**config.mk**
```make
export PLATFORM = sky130hd
export DESIGN_NAME = nibble_serial_subtractor
export DESIGN_NICKNAME = d
export VERILOG_FILES = /design/src/rtl/nibble_serial_subtractor.sv
export SDC_FILE = /design/constraint.sdc
export NUM_CORES = 1
export LEC_CHECK = 0
export ABC_AREA = 1
export BUFFER_PORTS_ARGS = -buffer_cell sky130_fd_sc_hd__buf_2
export CAP_MARGIN = 10
export CELL_PAD_IN_SITES_DETAIL_PLACEMENT = 1
export CELL_PAD_IN_SITES_GLOBAL_PLACEMENT = 2
export CORE_MARGIN = 4
export CORE_UTILIZATION = 31
export CTS_CLUSTER_DIAMETER = 80
export DETAILED_ROUTE_END_ITERATION = 8
export PLACE_DENSITY_LB_ADDON = 0.1
export SYNTH_ARGS = -nofsm -noshare
export SYNTH_HDL_FRONTEND = slang
export SYNTH_SLANG_ARGS = --single-unit
```
**constraint.sdc**
```tcl
create_clock -name Clk -period 2.5 [get_ports Clk]
set_input_delay 0.125 -clock Clk [delete_from_list [all_inputs] [get_ports Clk]]
set_output_delay 0.125 -clock Clk [all_outputs]
set_load 0.05 [all_outputs]
```
**src/rtl/nibble_serial_subtractor.sv**
```systemverilog
// -----------------------------------------------------------------------------
// nibble_serial_subtractor
//
// Sequential 16-bit subtractor: D = A - B - bin, one 4-bit nibble per clock,
// least significant nibble first. A single registered borrow ripples between
// nibbles. The result, the unsigned borrow-out and the signed overflow flag
// are published together with a one-cycle done pulse.
//
// Ports:
//   Clk      in   1   rising-edge clock
//   Reset_n  in   1   asynchronous active-low reset
//   start    in   1   request; sampled only while ready=1
//   A        in  16   minuend, captured on the accepted start edge
//   B        in  16   subtrahend, captured on the accepted start edge
//   bin      in   1   borrow-in, captured on the accepted start edge
//   ready    out  1   high in IDLE and DONE (new start accepted)
//   done     out  1   one-cycle pulse; D/bout/V updated and valid
//   D        out 16   difference, held until the next done
//   bout     out  1   unsigned borrow-out (A < B + bin)
//   V        out  1   two's-complement overflow of the raw result
//
// Optional feature macro: SUB_SATURATE_EN
//   Defined   : on overflow D saturates to 0x7FFF (A positive) or 0x8000
//               (A negative); bout and V still describe the raw result.
//   Undefined : D is always the wrapped modulo-2^16 result.
// -----------------------------------------------------------------------------
module nibble_serial_subtractor (
    input  logic        Clk,
    input  logic        Reset_n,
    input  logic        start,
    input  logic [15:0] A,
    input  logic [15:0] B,
    input  logic        bin,
    output logic        ready,
    output logic        done,
    output logic [15:0] D,
    output logic        bout,
    output logic        V
);

    typedef enum logic [1:0] {
        S_IDLE = 2'd0,
        S_RUN  = 2'd1,
        S_DONE = 2'd2
    } state_t;

    state_t      r_state;
    logic [1:0]  r_cnt;
    logic        r_borrow;
    logic [15:0] r_a;
    logic [15:0] r_b;
    logic [15:0] r_res;
    logic        r_ready;
    logic        r_done;
    logic [15:0] r_d;
    logic        r_bout;
    logic        r_v;

    logic [3:0]  w_a_nib;
    logic [3:0]  w_b_nib;
    logic [4:0]  w_sub;
    logic [15:0] w_res_next;
    logic        w_v;
    logic        w_accept;

    // 5-bit nibble subtract: bit 4 is the borrow out of this nibble.
    function automatic logic [4:0] f_nib_sub(input logic [3:0] a_nib,
                                             input logic [3:0] b_nib,
                                             input logic       bw);
        return {1'b0, a_nib} - {1'b0, b_nib} - {4'b0000, bw};
    endfunction

`ifdef SUB_SATURATE_EN
    // Clamp toward the sign of the minuend when the raw result overflowed.
    function automatic logic [15:0] f_sat(input logic [15:0] raw,
                                          input logic        ovf,
                                          input logic        a_msb);
        if (ovf) begin
            return a_msb ? 16'h8000 : 16'h7FFF;
        end
        return raw;
    endfunction
`endif

    assign w_a_nib  = r_a[{r_cnt, 2'b00} +: 4];
    assign w_b_nib  = r_b[{r_cnt, 2'b00} +: 4];
    assign w_sub    = f_nib_sub(w_a_nib, w_b_nib, r_borrow);
    assign w_accept = start && ((r_state == S_IDLE) || (r_state == S_DONE));

    // Result register with the current nibble merged in; on the last nibble
    // this is the complete raw difference, so D and V can load on that edge.
    always_comb begin
        w_res_next                        = r_res;
        w_res_next[{r_cnt, 2'b00} +: 4]   = w_sub[3:0];
    end

    assign w_v = (r_a[15] != r_b[15]) && (w_res_next[15] != r_a[15]);

    always_ff @(posedge Clk or negedge Reset_n) begin
        if (!Reset_n) begin
            r_state  <= S_IDLE;
            r_cnt    <= 2'd0;
            r_borrow <= 1'b0;
            r_a      <= 16'h0000;
            r_b      <= 16'h0000;
            r_res    <= 16'h0000;
            r_ready  <= 1'b1;
            r_done   <= 1'b0;
            r_d      <= 16'h0000;
            r_bout   <= 1'b0;
            r_v      <= 1'b0;
        end else begin
            case (r_state)
                S_IDLE, S_DONE: begin
                    r_done <= 1'b0;
                    if (w_accept) begin
                        r_a      <= A;
                        r_b      <= B;
                        r_borrow <= bin;
                        r_cnt    <= 2'd0;
                        r_ready  <= 1'b0;
                        r_state  <= S_RUN;
                    end else begin
                        r_ready  <= 1'b1;
                        r_state  <= S_IDLE;
                    end
                end

                S_RUN: begin
                    // start is ignored here; operands stay frozen.
                    r_res    <= w_res_next;
                    r_borrow <= w_sub[4];
                    r_cnt    <= r_cnt + 2'd1;
                    if (r_cnt == 2'd3) begin
`ifdef SUB_SATURATE_EN
                        r_d  <= f_sat(w_res_next, w_v, r_a[15]);
`else
                        r_d  <= w_res_next;
`endif
                        r_bout  <= w_sub[4];
                        r_v     <= w_v;
                        r_done  <= 1'b1;
                        r_ready <= 1'b1;
                        r_state <= S_DONE;
                    end
                end

                default: begin
                    r_state <= S_IDLE;
                    r_ready <= 1'b1;
                    r_done  <= 1'b0;
                end
            endcase
        end
    end

    assign ready = r_ready;
    assign done  = r_done;
    assign D     = r_d;
    assign bout  = r_bout;
    assign V     = r_v;

endmodule

```
Word level (Yosys, flattened, before mapping)
Index checks and enable logic that the tools add are counted.
{ "word_totals": {"regBits": 73, "input_bits": 36, "out_inout_bits": 20, "wordCells": 47} }
{ "classes": {"add_sub_neg": 4, "eq_ne": 7, "n_shift": 4, "mux": 12, "reduce_logical": 9} }
{ "ops": {"columns": ["cell", "n"], "rows": [
  ["variable part select 16 x 5 -> 4 bit", 2],
  ["bitwise mux 16 bit", 1],
  ["variable shift 4 x 6 -> 16 bit (first input constant)", 1],
  ["variable part select 4 x 6 -> 16 bit", 1],
  ["one-hot mux 2 bit (2 select lines)", 2],
  ["negator 4 -> 6 bit", 1],
  ["AND reduction 2 bit", 3],
  ["2-to-1 mux 1 bit", 5],
  ["subtractor 4 x 4 -> 5 bit", 1],
  ["subtractor 5 x 1 -> 5 bit", 1],
  ["equality test 2 bit (second input constant)", 2],
  ["2-to-1 mux 2 bit", 2],
  ["!= test 2 bit (second input constant)", 2],
  ["one-hot mux 1 bit (2 select lines)", 2],
  ["adder 2 x 1 -> 2 bit (second input constant)", 1],
  ["equality test 2 x 1 -> 1 bit (second input constant)", 1],
  ["logical AND 1 bit", 2],
  ["zero test 2 bit", 1],
  ["!= test 1 bit", 2],
  ["nonzero test 2 bit", 1],
  ["OR reduction 2 bit", 1],
  ["logical OR 1 bit", 1]
]} }

Depth between registers and ports, before layout
Gate-level depths: netlist of run 1.
{ "logic_depth": {"depth_word": 7, "mapped_depth": 17, "depth_no_buf": 16} }

Worst setup path before layout of run 1
No wires, ideal clock.
{ "synth_timing": {"path_type": "reg-to-reg", "startpoint": "reg r_cnt[0]", "endpoint": "reg r_res[6]", "setup_ps": 132, "arrival_ps": 2581, "t_required_ps": 2368, "path_slack_ps": -212, "stages_incl_launch_ff": 14, "path_buffers": 2, "synth_period_minus_slack_ps": 2712, "path_cell_list": "dfrtp_1 -> inv_1 -> buf_2 -> buf_2 -> nand2_1 -> a32o_1 -> fa_1 -> fa_1 -> xnor2_1 -> nor2_1 -> nand2_1 -> o22ai_1 -> nand2_1 -> o21ai_0"} }
{ "synth_between": {"elab_chain_cells": 5, "word_cells_on_any_way": 8, "classes_between": "3 x add/sub; 4 x shift; 1 x mux"} }
{ "synth_rtl": {"columns": ["item", "line", "source"], "rows": [
  ["from (decl)", "48", "logic [1:0] r_cnt;"],
  ["from (signal assigned)", "133", "r_cnt <= r_cnt + 2'd1;"],
  ["variable part select 16 x 5 -> 4 bit (on tied branches)", "85, 86", null],
  ["subtractor 4 x 4 -> 5 bit", "70", "return {1'b0, a_nib} - {1'b0, b_nib} - {4'b0000, bw};"],
  ["subtractor 5 x 1 -> 5 bit", "70", null],
  ["variable part select 4 x 6 -> 16 bit", "94", "w_res_next[{r_cnt, 2'b00} +: 4] = w_sub[3:0];"],
  ["bitwise mux 16 bit *", "94", null],
  ["to (signal assigned)", "131", "r_res <= w_res_next;"],
  ["to (decl)", "52", "logic [15:0] r_res;"]
]} }
Mark *: on every way between the ends. The rest lies on a longest branch, timed or not.
A chain may end at the register's enable or synchronous reset.

Final worst setup path of run 1
{ "layout_timing": {"startpoint": "reg r_cnt[0]", "endpoint": "reg r_v, in the netlist V"} }
{ "layout_between": {"elab_chain_cells": 7, "word_cells_on_any_way": 12, "classes_between": "3 x add/sub; 2 x eq/ne; 4 x shift; 1 x mux; 2 x reduce/logical"} }
{ "layout_rtl": {"columns": ["item", "line", "source"], "rows": [
  ["variable part select 16 x 5 -> 4 bit (on tied branches)", "85, 86", null],
  ["subtractor 4 x 4 -> 5 bit", "70", null],
  ["subtractor 5 x 1 -> 5 bit", "70", null],
  ["variable part select 4 x 6 -> 16 bit", "94", null],
  ["bitwise mux 16 bit", "94", null],
  ["!= test 1 bit", "97", "assign w_v = (r_a[15] != r_b[15]) && (w_res_next[15] != r_a[15]);"],
  ["logical AND 1 bit", "97", null],
  ["to (signal assigned)", "141", "r_v <= w_v;"],
  ["to (decl)", "57", "logic r_v;"]
]} }
Parallel ways exist; a longest one is shown, timed or not.

==> impl_metrics.ini, run 1 <==
[run_status]
status = finished clean

[worst_setup_path]
critical_path_buf_inv_count = 2
cp_cell_sequence = buf_6, nand2_4, a32o_2, fa_2, buf_4, ha_4, nand3_2, nand2_1, nand2_1, nand2_2, nand4_4, nand2_2, nand2_1, nand2_1, nand2_1, nand2_1
cpMaxStageDelayCell = dfrtp_2
cp.required_ns = 2.79
critPathKind = flop to flop
critPathMaxFanout = 4
cpMostUsedCell = nand2_1
crit_family = simple AND/OR/NAND/NOR gates
slowest_delay_ns = 0.44
start_kind = flop
worstPathArrival_ns = 2.78
critPathCaptureType = flop

[timing]
max_slew.worst_pin.slew_ns = 0.689
fin_ws_ns = 0.00410
finalMaxSlewViolations = 0
fin_crit_ns = 2.50
clock_skew_ns = 0.0115
max_freq_mhz = 401
period_share = 0.998
maxSlewHeadroom = 0.541
rsz0062_at_grt = yes
fin_setup_tns_ns = 0
hold_viol = 0
setup_viol = 0

[detailed_routing]
top_layer_used = met4
wl_met2_mm = 4.54
routed_wl_mm = 8.87
wl_met1_mm = 3.89
wl_per_cell_um = 15.2
drtPass1Iterations = 4
via_per_inst = 4.68
drcViolationCount = 0
via_count = 2731
dr_wl_met3_um = 295
ant_nets = 0
drt_iter0_drc = 77

[synthesis]
syn_avg_cell_area_um2 = 9.64
synth_commonest_cells = nand2_1, dfrtp_1, inv_1
yosys_register_bits = 72
synth_edf_count = 0
synth_seq_area_share = 0.530
synth_cell_types = 28
netlist_area_um2 = 3400
synth_top_area_frac = 0.522
synth.area.top_cells = dfrtp_1, nand2_1, mux2_2
synthFlopType = dfrtp_1
yosysWarnings = 0
syn-num-nets = 401
synth_top_cell_by_area = dfrtp_1
syn_inst = 353
async_flop_share = 1.00
synth_most_common_cell = nand2_1

[layout]
syn_to_final_growth_pct = 32.4
num-nets-final = 491
fillerInstances = 1186
drive_above_1_share = 0.355
instances_no_fill = 584
fin_util = 0.429
antennaDiodeCount = 0
seq_area_um2 = 1800
multi_input_area_um2 = 1550

[flow_run]
drv_cap = 0

[clocking]
ctsHtreeMaxLevel = 3
cts_tree = built
cts-root-buf = clkbuf_8
cts_buffers = 9
cts_buffer_depth = 2
clkTransAtPathRegs_ns = 0.08
clock_sinks = 72
clk_latency_ns = 0.34

[global_route]
grt_overflow = 0
grt_max_degree = 46
grt_pass1_vias = 2943
antenna_found_initial = 0
grt_pass1_wl_mm = 15.3
track_usage = 0.149

[min_path]
min_path_type = primary input to flop

[floorplanning]
fp.dieH_um = 113
die_w_um = 113
ioPinCount = 56
rows = 37
dieArea_um2 = 12700
initial_utilization = 0.324
fp.coreArea_um2 = 10500

[place]
port_buffers = 55
dp_hpwl_mm = 6.35
dp_slack_ns = -0.0683
dp.cells = 544
place_congestion = 0.741
==> routing by layer <==
| layer | GRT usage | up-vias |
|---|---|---|
| met5 | 0 | - |
| met4 | 0.0385 | 0 |
| met3 | 0.0348 | 10 |
| met2 | 0.252 | 45 |
| met1 | 0.192 | 1332 |
| li1 | - | 1344 |
==> layout make-up <==
cell class                      count  share of cell area
Sequential cell                    72               0.400
Timing Repair Buffer               93               0.140
Inverter                           35              0.0297
Clock inverter                      5              0.0178
Tap cell                          136              0.0377
Multi-Input combinational cell    232               0.343
Clock buffer                       11              0.0314
==> flip-flops by register name, summed over array words and instances, names as in the netlist <==
| name | cells |
|---|---|
| V | 1 |
| D | 16 |
| r_cnt | 2 |
| r_a | 16 |
| r_res | 16 |
| bout | 1 |
| ready | 1 |
| r_state | 2 |
| r_borrow | 1 |
| r_b | 16 |
==> logic make-up after synthesis <==
kind of cell | share of synthesized area
AND/OR/NAND/NOR | 0.161
flip-flops | 0.530
AO/OA/AOI/OAI | 0.0967
buffers and inverters | 0.0603
multiplexers | 0.0992
adder cells (fa/ha/maj) | 0.0485
XOR/XNOR | 0.00515
==> layout by cell type, fill, tap and decap left out, types with 4 or more instances in the layout <==
master,count
a21oi_1,6
buf_2,55
dlygate4sd3_1,15
buf_4,19
nand2_1,92
ha_1,8
nand3_1,8
clkbuf_8,10
o21ai_0,20
o22ai_1,8
inv_1,31
nor2_1,18
mux2_2,30
dfrtp_1,70
o22ai_2,9
nand2_2,4
o21ai_1,5
==> per-stage QoR <==
stage               hold slack [ns]  cell area (um2)
floorplan                    -0.171             3440
global placement              0.208             3930
detailed placement            0.211             3930
CTS                        0.000610             4320
global route               0.000525             4510
finish                       0.0137             4510
==> worst paths after layout <==
path	start	end	slack (ns)	cells past startpoint
worst max register to register	r_cnt[0]	V	0.004	16
worst min-delay path	B[4]	r_b[4]	0.01	2
worst max-delay path	r_cnt[0]	V	0.004	16
max in group asynchronous	Reset_n	ready	1.40	3
worst min register to register	D[6]	D[6]	0.48	2
min in group asynchronous	Reset_n	D[11]	0.36	2
==> what timing repair did <==
item,CTS,global route
hold endpoints to repair,39,2
setup buffers,2,7
endpoints found under the setup margin,10,24
pin swaps,4,13
gates cloned,0,0
hold buffers,13,2
gates resized for setup,8,26
Power of run 1 is left out: the tool's default activity adds up to more than one toggle a clock period on the data nets, which glitch-free logic cannot reach.
==> run 2, diff against run 1 <==
CORE_UTILIZATION = 28   (was 31)
CTS_BUF_LIST = sky130_fd_sc_hd__clkbuf_2 sky130_fd_sc_hd__clkbuf_4 sky130_fd_sc_hd__clkbuf_8   (was unset)
==> impl_metrics.ini, run 2 (synthesis gave the netlist of run 1 again) <==
[power]
power_density_nw_per_um2 = 1530
leakage_nw = 2.18
vdd_drop_max_v = 0.000611

[worst_setup_path]
ff2ff_setup_slack_ns = 0.1
ff2ff_path_depth = 11
crit-reg2reg-capture = r_borrow
r2r-start = r_cnt[0]
cp.required_ns = 2.79
start_kind = flop
critPathMaxFanout = 9
critPathCaptureType = flop
critPathKind = flop to flop
worstPathArrival_ns = 2.69

[timing]
rsz0062_at_grt = yes
fin_crit_ns = 2.40
setup_viol = 0
max_slew.worst_pin.slew_ns = 0.741
fin_ws_ns = 0.0963
max_freq_mhz = 416
finalMaxSlewViolations = 0
hold_viol = 0
maxSlewHeadroom = 0.506
clock_skew_ns = 0.0122
period_share = 0.961
fin_setup_tns_ns = 0

[clocking]
cts-root-buf = clkbuf_8
cts_setup_buffers = 0
clk_latency_ns = 0.37
clock_sinks = 72
cts_buffer_depth = 2
cts_buffers = 9
cts_tree = built
ctsHtreeMaxLevel = 3
clkTransAtPathRegs_ns = 0.08

[layout]
drive_above_1_share = 0.320
layout_common_cells = nand2_1, dfrtp_1, buf_2
fin_area_um2 = 4510
final_common_cell = nand2_1
num-nets-final = 499
syn_to_final_growth_pct = 32.5
antennaDiodeCount = 0
fillerInstances = 1361

[detailed_routing]
routed_wl_mm = 9.13
via_per_inst = 4.61
wl_met1_mm = 4.05
wl_per_cell_um = 15.1
dr_wl_met3_um = 255
drcViolationCount = 0
drtPass1Iterations = 4
ant_nets = 0
via_count = 2780
drt_iter0_drc = 76
top_layer_used = met4
wl_met2_mm = 4.59

[global_route]
antenna_found_initial = 0
grt_pass1_wl_mm = 15.4
grt_pass1_vias = 3042
track_usage = 0.142
grt_overflow = 0
grt_max_degree = 37

[place]
place_congestion = 0.749
dp_slack_ns = -0.0326
placed_area_um2 = 3940
dp_hpwl_mm = 6.55
port_buffers = 55

[floorplanning]
initial_utilization = 0.285
dieArea_um2 = 14000
fp.coreArea_um2 = 12000
ioPinCount = 56
die_w_um = 118
rows = 40
fp.dieH_um = 118

[min_path]
hp-start = A[15]
whs_endpoint = r_a[15]
min_path_type = primary input to flop
hold_depth = 3

[run_status]
status = finished clean

[flow_run]
drv_cap = 0
run 2: cell count changes in the layout (fill, tap and decap cells not counted), sizes merged:
cell,previous run,this run
buf,78,70
bufinv,2,0
clkbuf,11,15
clkinvlp,2,0
dlygate4sd3,15,31
run 2: stage by stage:
| step | utilization | hold slack, ns | total power (W) | instances |
|---|---|---|---|---|
| 6_report | 0.377 | 0.0177 | 0.00689 | 603 |
| 5_1_grt | 0.377 | 0.00899 | 0.00753 | 603 |
| 4_1_cts | 0.371 | 0.00102 | 0.00676 | 603 |
| 3_5_place_dp | 0.329 | 0.250 | 0.00579 | 556 |
| 3_3_place_gp | 0.329 | 0.237 | 0.00575 | 556 |
| 2_1_floorplan | - | -0.171 | 0.00474 | 353 |
run 2: layer usage:
metal	GRT usage	vias to the layer above
met4	0.0689	0
met3	0.0316	15
li1	-	1360
met1	0.167	1366
met5	0	-
met2	0.244	39
run 2: worst max-delay path: stages, from the launching register on:
cell and delay, ns:
dfrtp_2 0.46, buf_6 0.16, o21ai_2 0.16, o22ai_2 0.11
fa_2 0.39, fa_2 0.41, nor2_2 0.11, nor2_1 0.04
nor2_1 0.10, xor2_1 0.21, nor2_1 0.06, o22ai_1 0.10
run 2: timing repair:
action,CTS,global route
endpoints found under the setup margin,16,27
hold buffers,31,0
cloned,0,0
resized for setup,2,18
pin swaps,0,5
hold endpoints to repair,55,0
run 2: worst max path at each step:
| stage | startpoint | to | slack [ns] | cells after the start |
|---|---|---|---|---|
| after detailed placement | r_cnt[0] | r_res[5] | -0.03 | 9 |
| after floorplan | r_cnt[0] | r_res[9] | 0.01 | 11 |
| after global placement | r_cnt[0] | r_res[5] | -0.04 | 9 |
| after global routing | r_cnt[0] | r_borrow | -0.06 | 11 |
| final | r_cnt[0] | r_borrow | 0.1 | 11 |
| after CTS | r_cnt[0] | r_res[10] | 0.005 | 9 |
run 2: cell type report:
type,instances,area [um2],share of cell area
multi-input combinational,232,1490,0.330
tap,147,184,0.0408
timing repair buffer,101,714,0.158
clock inverter,1,5.00,0.00111
clock buffer,15,175,0.0388
inverter,35,136,0.0302
sequential,72,1800,0.400
run 2: report_power, final:
group	switching [W]	internal, W
sequential	0.000275	0.00169
clock	0.000438	0.000443
combinational	0.00251	0.00154
(Power assumes the default switching activity.)
==> run 3, diff against run 2 <==
GPL_TIMING_DRIVEN = 0   (was unset)
clock period = 3 ns   (was 2.5 ns; I/O delays follow)
==> impl_metrics.ini, run 3 (synthesis gave the netlist of run 1 again) <==
[worst_setup_path]
cpMaxStageDelayCell = fa_2
crit-reg2reg-capture = r_res[9]
ff2ff_path_depth = 11
cp_cell_sequence = inv_2, buf_6, buf_6, nand2_1, a32o_1, fa_2, fa_2, inv_1, o32ai_2, nand2_1, o21ai_0
slowest_delay_ns = 0.56
critPathCaptureType = flop
worstPathArrival_ns = 3.03
critPathMaxFanout = 12
ff2ff_setup_slack_ns = 0.25
critical_path_buf_inv_count = 4
cp.required_ns = 3.28
crit_family = adder cells
critPathKind = flop to flop
start_kind = flop
r2r-start = r_cnt[0]

[clocking]
clk_latency_ns = 0.36
ctsHtreeMaxLevel = 3
clkTransAtPathRegs_ns = 0.08
clock_sinks = 72
cts-root-buf = clkbuf_8
cts_buffer_depth = 2
cts_tree = built
cts_buffers = 9

[place]
port_buffers = 55
dp_hpwl_mm = 6.53
dp_slack_ns = -0.514
place_congestion = 0.736

[global_route]
antenna_found_initial = 0
track_usage = 0.139
grt_overflow = 0
grt_max_degree = 62
grt_pass1_wl_mm = 15.1
grt_pass1_vias = 2932

[floorplanning]
dieArea_um2 = 14000
die_w_um = 118
fp.dieH_um = 118
rows = 40
fp.coreArea_um2 = 12000
initial_utilization = 0.285
ioPinCount = 56

[power]
leakage_nw = 2.07
p_sw_w = 0.00267
p_clk_frac = 0.128
switching_share = 0.469
comb_power_share = 0.587
pwr-share-seq = 0.286
power_density_nw_per_um2 = 1350
vdd_drop_max_v = 0.000534
p_int_w = 0.00303

[timing]
hold_viol = 0
max_freq_mhz = 364
setup_viol = 0
clock_skew_ns = 0.0102
rsz0062_at_grt = no
fin_crit_ns = 2.75
finalMaxSlewViolations = 0
maxSlewHeadroom = 0.645
fin_ws_ns = 0.251
period_share = 0.916
max_slew.worst_pin.slew_ns = 0.533
fin_hold_ws_ns = 0.0259

[detailed_routing]
wl_per_cell_um = 15.5
drcViolationCount = 0
routed_wl_mm = 8.96
drtPass1Iterations = 4
drt_iter0_drc = 83
via_per_inst = 4.58
via_count = 2651
ant_nets = 0

[layout]
fillerInstances = 1411
syn_to_final_growth_pct = 24.5
num-nets-final = 476
antennaDiodeCount = 0
drive_above_1_share = 0.313
layout_common_cells = nand2_1, dfrtp_1, buf_2
fin_util = 0.354
final_common_cell = nand2_1

[min_path]
hp-start = B[14]
whs_endpoint = r_b[14]
min_path_type = primary input to flop
hold_depth = 2

[run_status]
status = finished clean

[flow_run]
drv_cap = 0
[run 3: cell types whose count changed in the layout (fill, tap and decap cells not counted), moves of 2 or more]
cell	change
o22ai_1	+4
buf_6	+2
clkbuf_8	+2
dlygate4sd3_1	-24
buf_2	+2
buf_4	-9
clkbuf_1	+4
o22ai_2	-4
[run 3: layout make-up]
class | instances | area [um2] | area share
Timing Repair Buffer | 64 | 383 | 0.0903
Inverter | 35 | 131 | 0.0310
Sequential cell | 72 | 1810 | 0.426
Tap cell | 147 | 184 | 0.0434
Multi-Input combinational cell | 232 | 1460 | 0.343
Clock buffer | 15 | 181 | 0.0428
Buffer | 14 | 100 | 0.0236
[run 3: worst max-delay path by stage]
stage,from,endpoint,slack [ns],cells after the start
after floorplan,r_cnt[0],r_res[6],0.29,13
after global placement,r_cnt[1],r_res[14],-0.47,12
after detailed placement,r_cnt[1],r_res[6],-0.51,12
after CTS,r_cnt[0],r_res[9],0.03,11
after global routing,r_cnt[0],V,0.03,17
final,r_cnt[0],r_res[9],0.25,11
[run 3: through the flow]
step                instances  area [um2]  power [W]  setup TNS, ns
floorplan                 353        3400    0.00385              0
global placement          555        3860    0.00470          -7.53
detailed placement        556        3890    0.00476          -8.08
CTS                       578        4180    0.00563              0
global route              579        4240    0.00628              0
finish                    579        4240    0.00571              0
[run 3: power groups by stage]
stage                     clock (W)  sequential (W)  combinational (W)
after floorplan                   0         0.00196            0.00189
after global placement            0         0.00165            0.00305
after detailed placement          0         0.00166            0.00310
after CTS                  0.000768         0.00165            0.00322
after global routing       0.000801         0.00169            0.00378
final                      0.000728         0.00163            0.00335
[run 3: per-layer routing]
metal  global-route usage  up-vias  share of wire
met4               0.0396        0          0.011
met1                0.165     1292           0.44
met3               0.0459        9          0.039
li1                     -     1307              -
met5                    0        -              0
met2                0.240       43           0.51
[run 3: repair_timing]
action | in CTS | in global routing
pin swaps | 1 | 2
resized for setup | 14 | 9
endpoints found under the setup margin | 27 | 18
hold buffers | 7 | 0
buffers inserted | 0 | 1
endpoints found under the hold margin | 77 | 0
